## src/rtl/fifo_pkg.sv

```systemverilog
// Shared async-FIFO definitions: scheduler state encoding, default address width
// and Gray/binary conversion helpers (operate on up to 32-bit values, zero-extended).
package fifo_pkg;

    localparam int FIFO_ADDRSIZE = 4;
    localparam int GW            = 32;

    typedef enum logic {
        IDLE = 1'b0,
        OWN  = 1'b1
    } rd_state_t;

    function automatic logic [GW-1:0] bin2gray(input logic [GW-1:0] b);
        return b ^ (b >> 1);
    endfunction

    function automatic logic [GW-1:0] gray2bin(input logic [GW-1:0] g);
        logic [GW-1:0] b;
        b[GW-1] = g[GW-1];
        for (int i = GW - 2; i >= 0; i--) begin
            b[i] = b[i+1] ^ g[i];
        end
        return b;
    endfunction

endpackage

```

## src/rtl/rr_pick.sv

```systemverilog
// Combinational round-robin finder: first set req bit searching upward from last+1,
// wrapping. Shared by the read- and write-side schedulers.
module rr_pick #(
    parameter int NREQ = 4,
    parameter int IDW  = $clog2(NREQ)
) (
    input  logic [NREQ-1:0] req,
    input  logic [IDW-1:0]  last,
    output logic [NREQ-1:0] win,
    output logic [IDW-1:0]  win_id
);

    logic           found;
    logic [IDW-1:0] sel;

    always_comb begin
        win    = '0;
        win_id = '0;
        found  = 1'b0;
        sel    = '0;
        for (int i = 1; i <= NREQ; i++) begin
            sel = IDW'((int'(last) + i) % NREQ);
            if (!found && req[sel]) begin
                found       = 1'b1;
                win[sel]    = 1'b1;
                win_id      = sel;
            end
        end
    end

endmodule

```

## src/rtl/fifo_rd_sched.sv

```systemverilog
// Async FIFO read-domain controller: read pointer, registered empty flag and a
// round-robin bounded-burst pop scheduler. Optional occupancy output: FIFO_RD_SCHED_LEVEL_EN.
//
// state | meaning
// IDLE  | no owner; pick next requester after last winner
// OWN   | owner holds the read port for up to BURST consecutive pops
module fifo_rd_sched
    import fifo_pkg::*;
#(
    parameter int ADDRSIZE = FIFO_ADDRSIZE,
    parameter int NREQ     = 4,
    parameter int BURST    = 4,
    localparam int IDW     = $clog2(NREQ)
) (
    input  logic                rclk,
    input  logic                rrst_n,
    input  logic [ADDRSIZE:0]   rq2_wptr,
    input  logic [NREQ-1:0]     req,
    output logic [NREQ-1:0]     gnt,
    output logic [IDW-1:0]      gnt_id,
    output logic                rinc,
    output logic [ADDRSIZE-1:0] raddr,
    output logic [ADDRSIZE:0]   rptr,
`ifdef FIFO_RD_SCHED_LEVEL_EN
    output logic [ADDRSIZE:0]   rlevel,
`endif
    output logic                rempty
);

    localparam int PW = ADDRSIZE + 1;
    localparam int CW = $clog2(BURST + 1);

    rd_state_t       state, state_nxt;
    logic [IDW-1:0]  owner, owner_nxt;
    logic [IDW-1:0]  last, last_nxt;
    logic [CW-1:0]   cnt, cnt_nxt, cnt_inc;
    logic [PW-1:0]   rbin, rbinnext, rgraynext;
    logic [NREQ-1:0] pick_win;
    logic [IDW-1:0]  pick_id;

    rr_pick #(
        .NREQ (NREQ),
        .IDW  (IDW)
    ) u_rr_pick (
        .req    (req),
        .last   (last),
        .win    (pick_win),
        .win_id (pick_id)
    );

    always_ff @(posedge rclk or negedge rrst_n) begin
        if (!rrst_n) begin
            state <= IDLE;
            owner <= '0;
            last  <= IDW'(NREQ - 1);
            cnt   <= '0;
        end else begin
            state <= state_nxt;
            owner <= owner_nxt;
            last  <= last_nxt;
            cnt   <= cnt_nxt;
        end
    end

    // Grants are gated by the registered rempty, so a pop never outruns the data.
    always_comb begin
        state_nxt = state;
        owner_nxt = owner;
        last_nxt  = last;
        cnt_nxt   = cnt;
        gnt       = '0;
        gnt_id    = '0;
        cnt_inc   = cnt + 1'b1;
        case (state)
            IDLE: begin
                if (!rempty && (|req)) begin
                    gnt       = pick_win;
                    gnt_id    = pick_id;
                    owner_nxt = pick_id;
                    last_nxt  = pick_id;
                    cnt_nxt   = CW'(1);
                    if (BURST > 1) begin
                        state_nxt = OWN;
                    end
                end
            end
            OWN: begin
                if (req[owner]) begin
                    if (!rempty) begin
                        gnt[owner] = 1'b1;
                        gnt_id     = owner;
                        cnt_nxt    = cnt_inc;
                        if (cnt_inc == CW'(BURST)) begin
                            state_nxt = IDLE;
                        end
                    end
                end else begin
                    state_nxt = IDLE;
                end
            end
            default: state_nxt = IDLE;
        endcase
    end

    assign rinc      = |gnt;
    assign rbinnext  = rbin + PW'(rinc);
    assign rgraynext = PW'(bin2gray(GW'(rbinnext)));
    assign raddr     = rbin[ADDRSIZE-1:0];

    always_ff @(posedge rclk or negedge rrst_n) begin
        if (!rrst_n) begin
            rbin   <= '0;
            rptr   <= '0;
            rempty <= 1'b1;
        end else begin
            rbin   <= rbinnext;
            rptr   <= rgraynext;
            rempty <= (rgraynext == rq2_wptr);
        end
    end

`ifdef FIFO_RD_SCHED_LEVEL_EN
    logic [PW-1:0] wbin_sync;

    assign wbin_sync = PW'(gray2bin(GW'(rq2_wptr)));

    always_ff @(posedge rclk or negedge rrst_n) begin
        if (!rrst_n) begin
            rlevel <= '0;
        end else begin
            rlevel <= wbin_sync - rbinnext;
        end
    end
`endif

endmodule

```

## config.mk

```make
export PLATFORM = sky130hd
export DESIGN_NAME = fifo_rd_sched
export DESIGN_NICKNAME = d
export VERILOG_FILES = /design/src/rtl/fifo_pkg.sv /design/src/rtl/rr_pick.sv /design/src/rtl/fifo_rd_sched.sv
export SDC_FILE = /design/constraint.sdc
export NUM_CORES = 1
export LEC_CHECK = 0
export ABC_AREA = 1
export BUFFER_PORTS_ARGS = -buffer_cell sky130_fd_sc_hd__buf_2
export CAP_MARGIN = 25
export CORE_AREA = 2 2 58 60
export CTS_CLUSTER_DIAMETER = 60
export DETAILED_ROUTE_END_ITERATION = 10
export DIE_AREA = 0 0 60 62
export GPL_ROUTABILITY_DRIVEN = 0
export GPL_TIMING_DRIVEN = 0
export PLACE_DENSITY = 0.87
export RECOVER_POWER = 50
export SYNTH_ARGS = -nofsm -noshare
export SYNTH_HDL_FRONTEND = slang
export SYNTH_HIERARCHICAL = 1
export SYNTH_SLANG_ARGS = --single-unit
```

## constraint.sdc

```tcl
create_clock -name rclk -period 4.1 [get_ports rclk]
set_input_delay 0.82 -clock rclk [delete_from_list [all_inputs] [get_ports rclk]]
set_output_delay 0.82 -clock rclk [all_outputs]
set_load 0.03 [all_outputs]
```

==> metrics.txt, run 1 <==
pin count of the biggest net entering global routing 19; initial antenna violation count 0; Core ar. around 3200 µm²; n_diodes 0; Synth Area in Adders under 10%; vias in the first global route 1407; worst stage delay on the critical path 620 ps; global route total overflow 0; Worst EP required around 4300 ps; Final period util around 90%; fraction of layout cells with a size suffix above 1 24.0%; Worst path most repeated cell nand2_1; endpoint type of the worst setup path register; unrepaired setup endpoints after global routing no; sequential fraction of the synthesis area 27.8%; Die X ~60 µm; Die H slightly above 60 µm; final setup TNS 0 ps; Hold Path Class register to register; DR vias approximately 1600; Post-Synth XOR/XNOR Area 0%; clk_lat worst skew around 290 ps; Max Fanout on Critical Path 11; root buffer cell clkbuf_4; MaxCap Viol Count 0; fill cell count 294; setup bufs post-CTS 0; Starting Density 51.4%; Final Slew Violations 0; WL final 3.31 mm; CTS Buffer Depth 2; most instantiated cells after synthesis nand2_1, nand3_1, inv_1, dfrtp_1, nand2_2; vias per std cell between 5 and 6; Slew HR 37.8%; Unique masters post-synth 30; multi-input logic area slightly above 1000 µm²; crit path time final ~3700 ps; WL per Instance approximately 11 µm; CTS resizes 0; largest family of logic cells by synthesized area simple AND/OR/NAND/NOR gates; Synth Register Bits 18; status finished, final reports clean; CTS sink count 18; top cell type's share of synthesized area a little under a quarter; Worst-path clk slew roughly 100 ps; Setup CP Type register to register; Antenna Nets Post-Route 0; Mapped Cells about 230; row cnt 21; drt first pass iters 4; number of synthesized flops with an enable pin 0; crit path DAT around 4000 ps; syn_area_per_cell 7.07 µm²; die area about 3700 µm²; first-pass GRT wire length 5.68 mm; HPWL after DPL around 2.7 mm; Buffers on Ports 27; f_max between 0.2 and 0.3 GHz; Post-CTS Hold Fix Bufs 0; CTS buffer count 3; Iter 0 DRT Violations 68; TritonCTS clock tree built; Compound-Gate Fraction of Synth Area 6.51%; H-tree level count 1; Nets between 200 and 300; synth-to-layout area growth 12.2%; Syn. warnings 6; Clock Skew 9.44 ps; num ports 28; final hold violation count 0; final setup vio count 0; Synth area leaders dfrtp_1, nand2_1, nand3_1, ha_1, inv_1; syn_nets around 250; overall routing resource usage just under 20%; Startpoint Class register; ys flop type dfrtp_1; most frequent cell after synthesis nand2_1; DRC 0; Simple-Gate Fraction of Synth Area 47.3%; crit-path cells buf_6 > inv_8 > ha_1 > inv_1 > nand2_4 > nand2_4 > nor2_2 > a21oi_1 > nand3_1 > nand2_1 > nand2_1 > nor2_1 > nand2_1 > ha_1 > ha_1 > or2_1 > nand2_1 > nand2_1 > nand2_1 > nand3_1 > nor2_2 > nand2_1 > nor2_2; Worst path slowest cell dfstp_2; Reg area approximately 450 µm²; dominant cell type by area after synthesis dfrtp_1; Worst-Margin Slew between 900 and 1000 ps; area of the mapped netlist about 1600 µm²; mux contribution to synthesized area 0%; Synth async-reset ratio between 90% and 100%
## layout by cell type (no fill, tap or decap)
cell type | Yosys | routed
nand2_1 | 63 | 65
nand3_1 | 40 | 41
inv_1 | 25 | 25
buf_2 | 2 | 24
dfrtp_1 | 15 | 15
nand2_2 | 14 | 12
ha_1 | 12 | 12
nor2_1 | 9 | 9
clkbuf_1 | 0 | 6
inv_2 | 5 | 5
nand2_4 | 5 | 5
a21oi_1 | 5 | 5
nor3_1 | 4 | 4
a21boi_0 | 4 | 4
nand4_1 | 3 | 3
nor2_2 | 3 | 3
o21ai_0 | 2 | 3
clkbuf_4 | 0 | 3
dfstp_2 | 3 | 3
nand3_2 | 3 | 2
o31ai_1 | 2 | 2
o21ai_1 | 2 | 2
clkinv_2 | 1 | 1
or2_1 | 1 | 1
nand3b_1 | 1 | 1
o21a_1 | 1 | 1
buf_6 | 1 | 1
inv_8 | 1 | 1
nand2_8 | 1 | 1
nand3_4 | 1 | 1
nor2_8 | 1 | 1
## critical path, delay by kind of cell, from the launching register on
| family | cells | cell delay (ps) |
|---|---|---|
| AOI/OAI and AO/OA | 1 | 140 |
| adders and majority gates | 3 | 980 |
| buffers and inverters | 3 | 430 |
| DFF | 1 | 620 |
| and+or+nand+nor | 16 | 1470 |
## per-layer routing
layer / GRT usage (%) / up-vias / wire [µm]
met4: 6.67 / 0 / 15
li1: - / 814 / -
met5: 0 / - / 0
met3: 3.73 / 2 / 151
met2: 32.8 / 39 / 1590
met1: 25.6 / 717 / 1550
## area by class of cell
cell class,instances,area share (%)
flip-flops and latches,18,24.8
clock buffers,4,1.43
well taps,46,3.14
plain buffers,3,1.16
inverters,32,7.03
repair buffers,27,7.03
multi-input cells,178,55.4
## final timing paths
check / cells past startpoint / startpoint / slack, ps / endpoint
hold reg to reg: 2 / cnt[1] / 490 / cnt[1]
max in group asynchronous: 1 / rrst_n / 2890 / rbin[0]
setup reg to reg: 23 / last[0] / 410 / rempty
hold / removal: 2 / cnt[1] / 490 / cnt[1]
min in group asynchronous: 1 / rrst_n / 630 / cnt[2]
setup / recovery: 23 / last[0] / 410 / rempty
## cells by family after synthesis
family	count (synthesis)
flops	18
compound gates	17
simple gates	149
fa+ha+maj	12
buf+inv	35
## state kept, by name, indices dropped and copies added (netlist names)
signal  flops
rbin        5
rptr        4
cnt         3
last        2
owner       2
rempty      1
state       1
## stage by stage
stage	instances	setup WS (ps)	utilization [%]	area, µm²	hold slack (ps)
2_1_floorplan	231	410	-	1630	442
3_3_place_gp	304	479	57.5	1830	460
3_5_place_dp	304	425	57.5	1830	468
4_1_cts	308	401	58.3	1850	446
5_1_grt	308	109	57.7	1830	531
6_report	308	411	57.7	1830	489
Power of run 1 is not shown: default switching activity piles up to over one toggle a cycle in this logic, so the estimate is an artifact.
==> inputs of run 2 (changes only) <==
--- a/config.mk
+++ b/config.mk
@@ -5,16 +5,15 @@
 export SDC_FILE = /design/constraint.sdc
 export NUM_CORES = 1
 export LEC_CHECK = 0
-export ABC_AREA = 1
 export BUFFER_PORTS_ARGS = -buffer_cell sky130_fd_sc_hd__buf_2
 export CAP_MARGIN = 25
-export CORE_AREA = 2 2 58 60
+export CORE_AREA = 2 2 56 58
 export CTS_CLUSTER_DIAMETER = 60
 export DETAILED_ROUTE_END_ITERATION = 10
-export DIE_AREA = 0 0 60 62
+export DIE_AREA = 0 0 58 60
 export GPL_ROUTABILITY_DRIVEN = 0
 export GPL_TIMING_DRIVEN = 0
-export PLACE_DENSITY = 0.87
+export PLACE_DENSITY = 0.88
 export RECOVER_POWER = 50
 export SYNTH_ARGS = -nofsm -noshare
 export SYNTH_HDL_FRONTEND = slang
==> run 2 against run 1 <==
- via count decreased by 12%
- first-iteration DRC count up 15%
- highest routed layer unchanged
- synthesized cell count shrank 30%
- utilization rose by 5.6 points
- synthesized area is 6.9% lower
- count of clock-buffer cells in the layout unchanged
- worst hold slack better by 70 ps
- cell area rose by 0.14%
- final cell count shrank 24%
==> metrics.txt, run 2 <==
final hold violation count 0 (unchanged); Synth area leaders dfrtp_1, ha_1, nand2_1, dfstp_2, mux4_2; DRC 0 (unchanged); vias per std cell 5.86 (+15%); ys flop type dfrtp_1; setup slack on the worst flop-to-flop path 180 ps (-230 ps); dominant cell type by area after synthesis dfrtp_1; Core ar. 2900 µm² (-8.7%); Synth async-reset ratio 100% (unchanged); num ports 28 (unchanged); crit path time final 3920 ps (+228 ps); Slew HR 37.7% (-0.048 points); Final Slew Violations 0 (unchanged); CP endpoint rempty; Syn. warnings 6 (unchanged); Reg-to-Reg End rempty; final setup vio count 0 (unchanged); Startpoint Class register; Antenna Nets Post-Route 0 (unchanged); commonest non-fill, non-tap cell in the layout nand2_1; most frequent cells in the layout nand2_1, buf_2, dfrtp_1; crit path DAT 4120 ps (+190 ps); initial antenna violation count 0 (unchanged); Inst Count DP 222 (-27%); top cell type's share of synthesized area 24.7% (+1.7 points); Unique masters post-synth 45 (+50%); Starting Density 52.4% (+1.0 points); Max Fanout on Critical Path 9 (-2); CTS sink count 18 (unchanged); WL final 3.33 mm (+0.85%); CTS buffer count 3 (unchanged); Synth Register Bits 18 (unchanged); max FFs per register 5 (unchanged); syn_area_per_cell 9.39 µm² (+33%); root buffer cell clkbuf_4; most frequent cell after synthesis nand2_1; f_max 0.255 GHz (-5.8%); DR vias 1377 (-12%); area of the mapped netlist 1520 µm² (-6.9%); first-pass GRT wire length 5.52 mm (-2.8%); final std cells w/o fill 235 (-24%); Worst-path clk slew 100 ps (about the same); pin count of the biggest net entering global routing 19 (unchanged); Hold Path Class register to register; Nets 226 (-21%); Die H 60 µm (-3.2%); drt first pass iters 4 (unchanged); TritonCTS clock tree built; worst reg2reg path depth 16 (-30%); MaxCap Viol Count 0 (unchanged); Final period util 95.6% (+5.6 points); vias in the first global route 1214 (-14%); endpoint type of the worst setup path register; WL per Instance 14.2 µm (+32%); n_diodes 0 (unchanged); syn_nets 185 (-27%); synth-to-layout area growth 20.6%; Mapped Cells 162 (-30%); most instantiated cells after synthesis nand2_1, dfrtp_1, ha_1, o21ai_0; number of synthesized flops with an enable pin 0 (unchanged); Worst EP required 4300 ps (-40 ps); sequential fraction of the synthesis area 29.9% (+2.1 points); Iter 0 DRT Violations 78 (+15%); CTS Buffer Depth 2 (unchanged); overall routing resource usage 20.3% (+0.72 points); largest register by flop count rbin; RR Startpoint last[0]; H-tree level count 1 (unchanged); Setup CP Type register to register; Worst-Margin Slew 934 ps (+0.722 ps); global route total overflow 0 (unchanged); Buffers on Ports 27 (unchanged); Top Registers rbin (5), rptr (4), cnt (3); status finished, final reports clean; Clock Skew 13.6 ps (+4.16 ps); clk_lat worst skew 290 ps (about the same); Die X 58 µm (-3.3%); CP startpoint last[0]; die area 3480 µm² (-6.5%); HPWL after DPL 2.32 mm (-13%); row cnt 20 (-4.8%); fraction of layout cells with a size suffix above 1 29.2% (+5.2 points)
[run 2: cell types whose count changed after synthesis, moves of 4 or more]
| cell | before | now |
|---|---|---|
| a21oi_1 | 5 | 1 |
| xnor2_1 | 0 | 5 |
| inv_2 | 5 | 0 |
| xor2_1 | 0 | 6 |
| nand2_4 | 5 | 0 |
| o21ai_0 | 2 | 12 |
| a22oi_1 | 0 | 4 |
| nor2b_1 | 0 | 5 |
| nand2_1 | 63 | 33 |
| inv_1 | 25 | 6 |
| nand3_1 | 40 | 3 |
| nand2_2 | 14 | 0 |
| a21boi_0 | 4 | 0 |
| a221o_2 | 0 | 4 |
[run 2: stage by stage]
step	hold WS, ps	setup TNS (ps)	instance area (µm²)	setup WS (ps)	util, %
2_1_floorplan	510	0	1530	40.2	-
3_5_place_dp	549	-261	1700	-261	58.7
6_report	559	0	1840	182	63.2
5_1_grt	586	-3.15	1840	-3.15	63.2
4_1_cts	438	0	1770	8.33	61.1
3_3_place_gp	536	-233	1700	-233	58.7
[run 2: critical path, cell delays in order, from the launching register on]
cell,delay (ps)
dfstp_2,560
buf_6,100
inv_2,50
ha_1,280
buf_4,170
mux4_2,370
nand2_1,100
o21ai_0,80
a221o_2,350
nor4_4,310
o22ai_2,140
ha_4,200
ha_4,170
xnor2_2,140
xor3_1,390
xor2_1,160
nor4_2,240
[run 2: how the worst min path moves through the flow]
stage               startpoint      end  depth (start not counted)  slack [ps]
global placement       rbin[4]  rptr[3]                          1         540
floorplan              last[1]  last[1]                          2         510
CTS                     rrst_n  rptr[1]                          1         440
global route           rbin[4]  rptr[3]                          1         590
detailed placement     rbin[4]  rptr[3]                          1         550
finish                 rbin[4]  rptr[3]                          1         560
[run 2: layer usage]
layer	part of all wire, %	global-route usage [%]
met1	42	26.6
met2	52	36.0
met3	5.3	1.95
met4	0.57	5.32
met5	0	0
[run 2: cell type report]
class                      count  area (µm²)
sequential                    18         454
inverter                       6        22.5
clock buffer                   4        26.3
buffer                         8        67.6
timing repair buffer          36         191
multi-input combinational    130        1030
tap                           33        41.3
fill                         246        1070
[run 2: cell families after synthesis]
group,Yosys count,synth area share [%]
flip-flops,18,29.9
AND/OR/NAND/NOR,62,20.1
buffers and inverters,14,5.67
AO/OA/AOI/OAI,37,19.1
XOR/XNOR,13,8.96
multiplexers,6,6.50
adder cells (fa/ha/maj),12,9.87
[run 2: repair_timing]
item / 4_1_cts / 5_1_grt
buffers inserted: 3 / 6
endpoints found under the setup margin: 4 / 3
hold buffers: 0 / 0
pin swaps: 1 / 7
resized for setup: 3 / 6
Power of run 2 is left out for the same reason.
==> inputs of run 3 (changes only) <==
--- a/config.mk
+++ b/config.mk
@@ -7,13 +7,15 @@
 export LEC_CHECK = 0
 export BUFFER_PORTS_ARGS = -buffer_cell sky130_fd_sc_hd__buf_2
 export CAP_MARGIN = 25
-export CORE_AREA = 2 2 56 58
+export CORE_AREA = 2 2 55 57
+export CTS_BUF_LIST = sky130_fd_sc_hd__clkbuf_8
 export CTS_CLUSTER_DIAMETER = 60
+export CTS_CLUSTER_SIZE = 10
 export DETAILED_ROUTE_END_ITERATION = 10
-export DIE_AREA = 0 0 58 60
+export DIE_AREA = 0 0 57 59
 export GPL_ROUTABILITY_DRIVEN = 0
 export GPL_TIMING_DRIVEN = 0
-export PLACE_DENSITY = 0.88
+export PLACE_DENSITY = 0.79
 export RECOVER_POWER = 50
 export SYNTH_ARGS = -nofsm -noshare
 export SYNTH_HDL_FRONTEND = slang
==> run 3 against run 2 <==
- cell area up 3.5%
- routed wire length grew 2.3%
- fmax fell by 1.6%
- global-route usage rose by 2.0 points
- worst hold slack improved by 13 ps
- critical endpoint unchanged
- largest cell class unchanged
- highest routed layer unchanged
==> metrics.txt, run 3 (synthesized netlist as in run 2, its figures left out) <==
root buffer cell clkbuf_8; highest routed layer met4; fraction of layout cells with a size suffix above 1 30.9% (+1.7 points); CTS buffer count 3 (unchanged); Final Slew Violations 0 (unchanged); Buffers on Ports 27 (unchanged); met3 wire len 209 µm (+19%); DR vias 1380 (+0.22%); CTS sink count 18 (unchanged); Die X 57 µm (-1.7%); crit-path cells buf_6 > inv_2 > ha_1 > buf_6 > mux4_2 > buf_4 > nand2_1 > o21ai_0 > a221o_2 > nor4_4 > o22ai_2 > ha_4 > ha_4 > xnor2_4 > xor3_1 > xor2_1 > nor4_2; overall routing resource usage 22.3% (+2.0 points); crit path DAT 4150 ps (+30 ps); Clock Skew 2.37 ps (-11.2 ps); Setup CP Type register to register; num ports 28 (unchanged); synth-to-layout area growth 24.8%; vias in the first global route 1294 (+6.6%); largest register by flop count rbin; max FFs per register 5 (unchanged); Post-CTS Hold Fix Bufs 0 (unchanged); met2 wire len 1.71 mm (-0.99%); Iter 0 DRT Violations 81 (+3.8%); crit path time final 3980 ps (+64.3 ps); Top Registers rbin (5), rptr (4), cnt (3); first-pass GRT wire length 5.84 mm (+5.9%); Worst EP required 4270 ps (-30 ps); pin count of the biggest net entering global routing 19 (unchanged); Final period util 97.1% (+1.6 points); Core ar. 2710 µm² (-6.6%); WL final 3.41 mm (+2.3%); TritonCTS clock tree built; die area 3360 µm² (-3.4%); Startpoint Class register; wl on met1 1.46 mm (+3.0%); n_diodes 0 (unchanged); f_max 0.251 GHz (-1.6%); row cnt 19 (-5.0%); commonest non-fill, non-tap cell in the layout nand2_1; WHS 572 ps (+13.4 ps); vias per std cell 5.87 (+0.22%); Die H 59 µm (-1.7%); H-tree level count 1 (unchanged); MaxCap Viol Count 0 (unchanged); Worst-Margin Slew 947 ps (+12.9 ps); final setup vio count 0 (unchanged); fill cell count 188 (-24%); Max Fanout on Critical Path 9 (unchanged); Hold Path Class register to register; status finished, final reports clean; Antenna Nets Post-Route 0 (unchanged); Worst path slowest cell dfstp_2; DRC 0 (unchanged); final hold violation count 0 (unchanged); clk_lat worst skew 260 ps (-30 ps); worst stage delay on the critical path 570 ps (about the same); Worst-path clk slew 70 ps (-30 ps); endpoint type of the worst setup path register; Starting Density 56.1% (+3.7 points); initial antenna violation count 0 (unchanged); most frequent cells in the layout nand2_1, buf_2, dfrtp_1; setup slack on the worst flop-to-flop path 120 ps (-60 ps); global route total overflow 0 (unchanged); Nets 228 (+0.88%); CTS Buffer Depth 2 (unchanged); WL per Instance 14.5 µm (+2.3%); HPWL after DPL 2.45 mm (+5.8%); drt first pass iters 5 (+1); Slew HR 36.8% (-0.86 points)
-- run 3: cell type report --
| class | count | area [µm²] | area share, % |
|---|---|---|---|
| repair buffers | 38 | 206 | 10.9 |
| well taps | 31 | 38.8 | 2.04 |
| multi-input cells | 130 | 1050 | 55.3 |
| inverters | 6 | 22.5 | 1.19 |
| clock buffers | 4 | 55.1 | 2.90 |
| plain buffers | 8 | 71.3 | 3.75 |
| flip-flops and latches | 18 | 454 | 23.9 |
-- run 3: critical path, delay by kind of cell, from the launching register on --
family | cells | cell delay [ps]
buf+inv | 4 | 500
compound gates | 3 | 550
simple gates | 3 | 620
fa+ha+maj | 3 | 690
mux | 1 | 350
flops | 1 | 570
xor+xnor | 3 | 600
-- run 3: layer usage --
layer  up-vias  GRT usage, %
met5         -             0
met4         0          5.98
met3         4          3.93
met2        58          39.2
met1       649          28.4
li1        669             -
-- run 3: worst paths after layout --
check,startpoint,end,depth (start not counted)
setup / recovery,last[0],rempty,17
hold / removal,rbin[4],rptr[3],1
setup reg to reg,last[0],rempty,17
hold reg to reg,rbin[4],rptr[3],1
max in group asynchronous,rrst_n,cnt[0],1
min in group asynchronous,rrst_n,rbin[2],1
-- run 3: what timing repair did --
action,in CTS,in global routing
setup buffers,5,6
resized for setup,4,8
pin swaps,3,6
setup endpoints to repair,4,1
-- run 3: metrics by stage --
stage / utilization (%) / std cells / setup slack, ps / area, µm² / setup TNS, ps
2_1_floorplan: - / 162 / 40.2 / 1530 / 0
3_3_place_gp: 62.8 / 220 / -232 / 1700 / -232
3_5_place_dp: 62.8 / 220 / -294 / 1700 / -330
4_1_cts: 66.9 / 229 / 0.220 / 1810 / 0
5_1_grt: 70.1 / 235 / -34.8 / 1900 / -34.8
6_report: 70.1 / 235 / 118 / 1900 / 0
Power of run 3 is left out for the same reason.
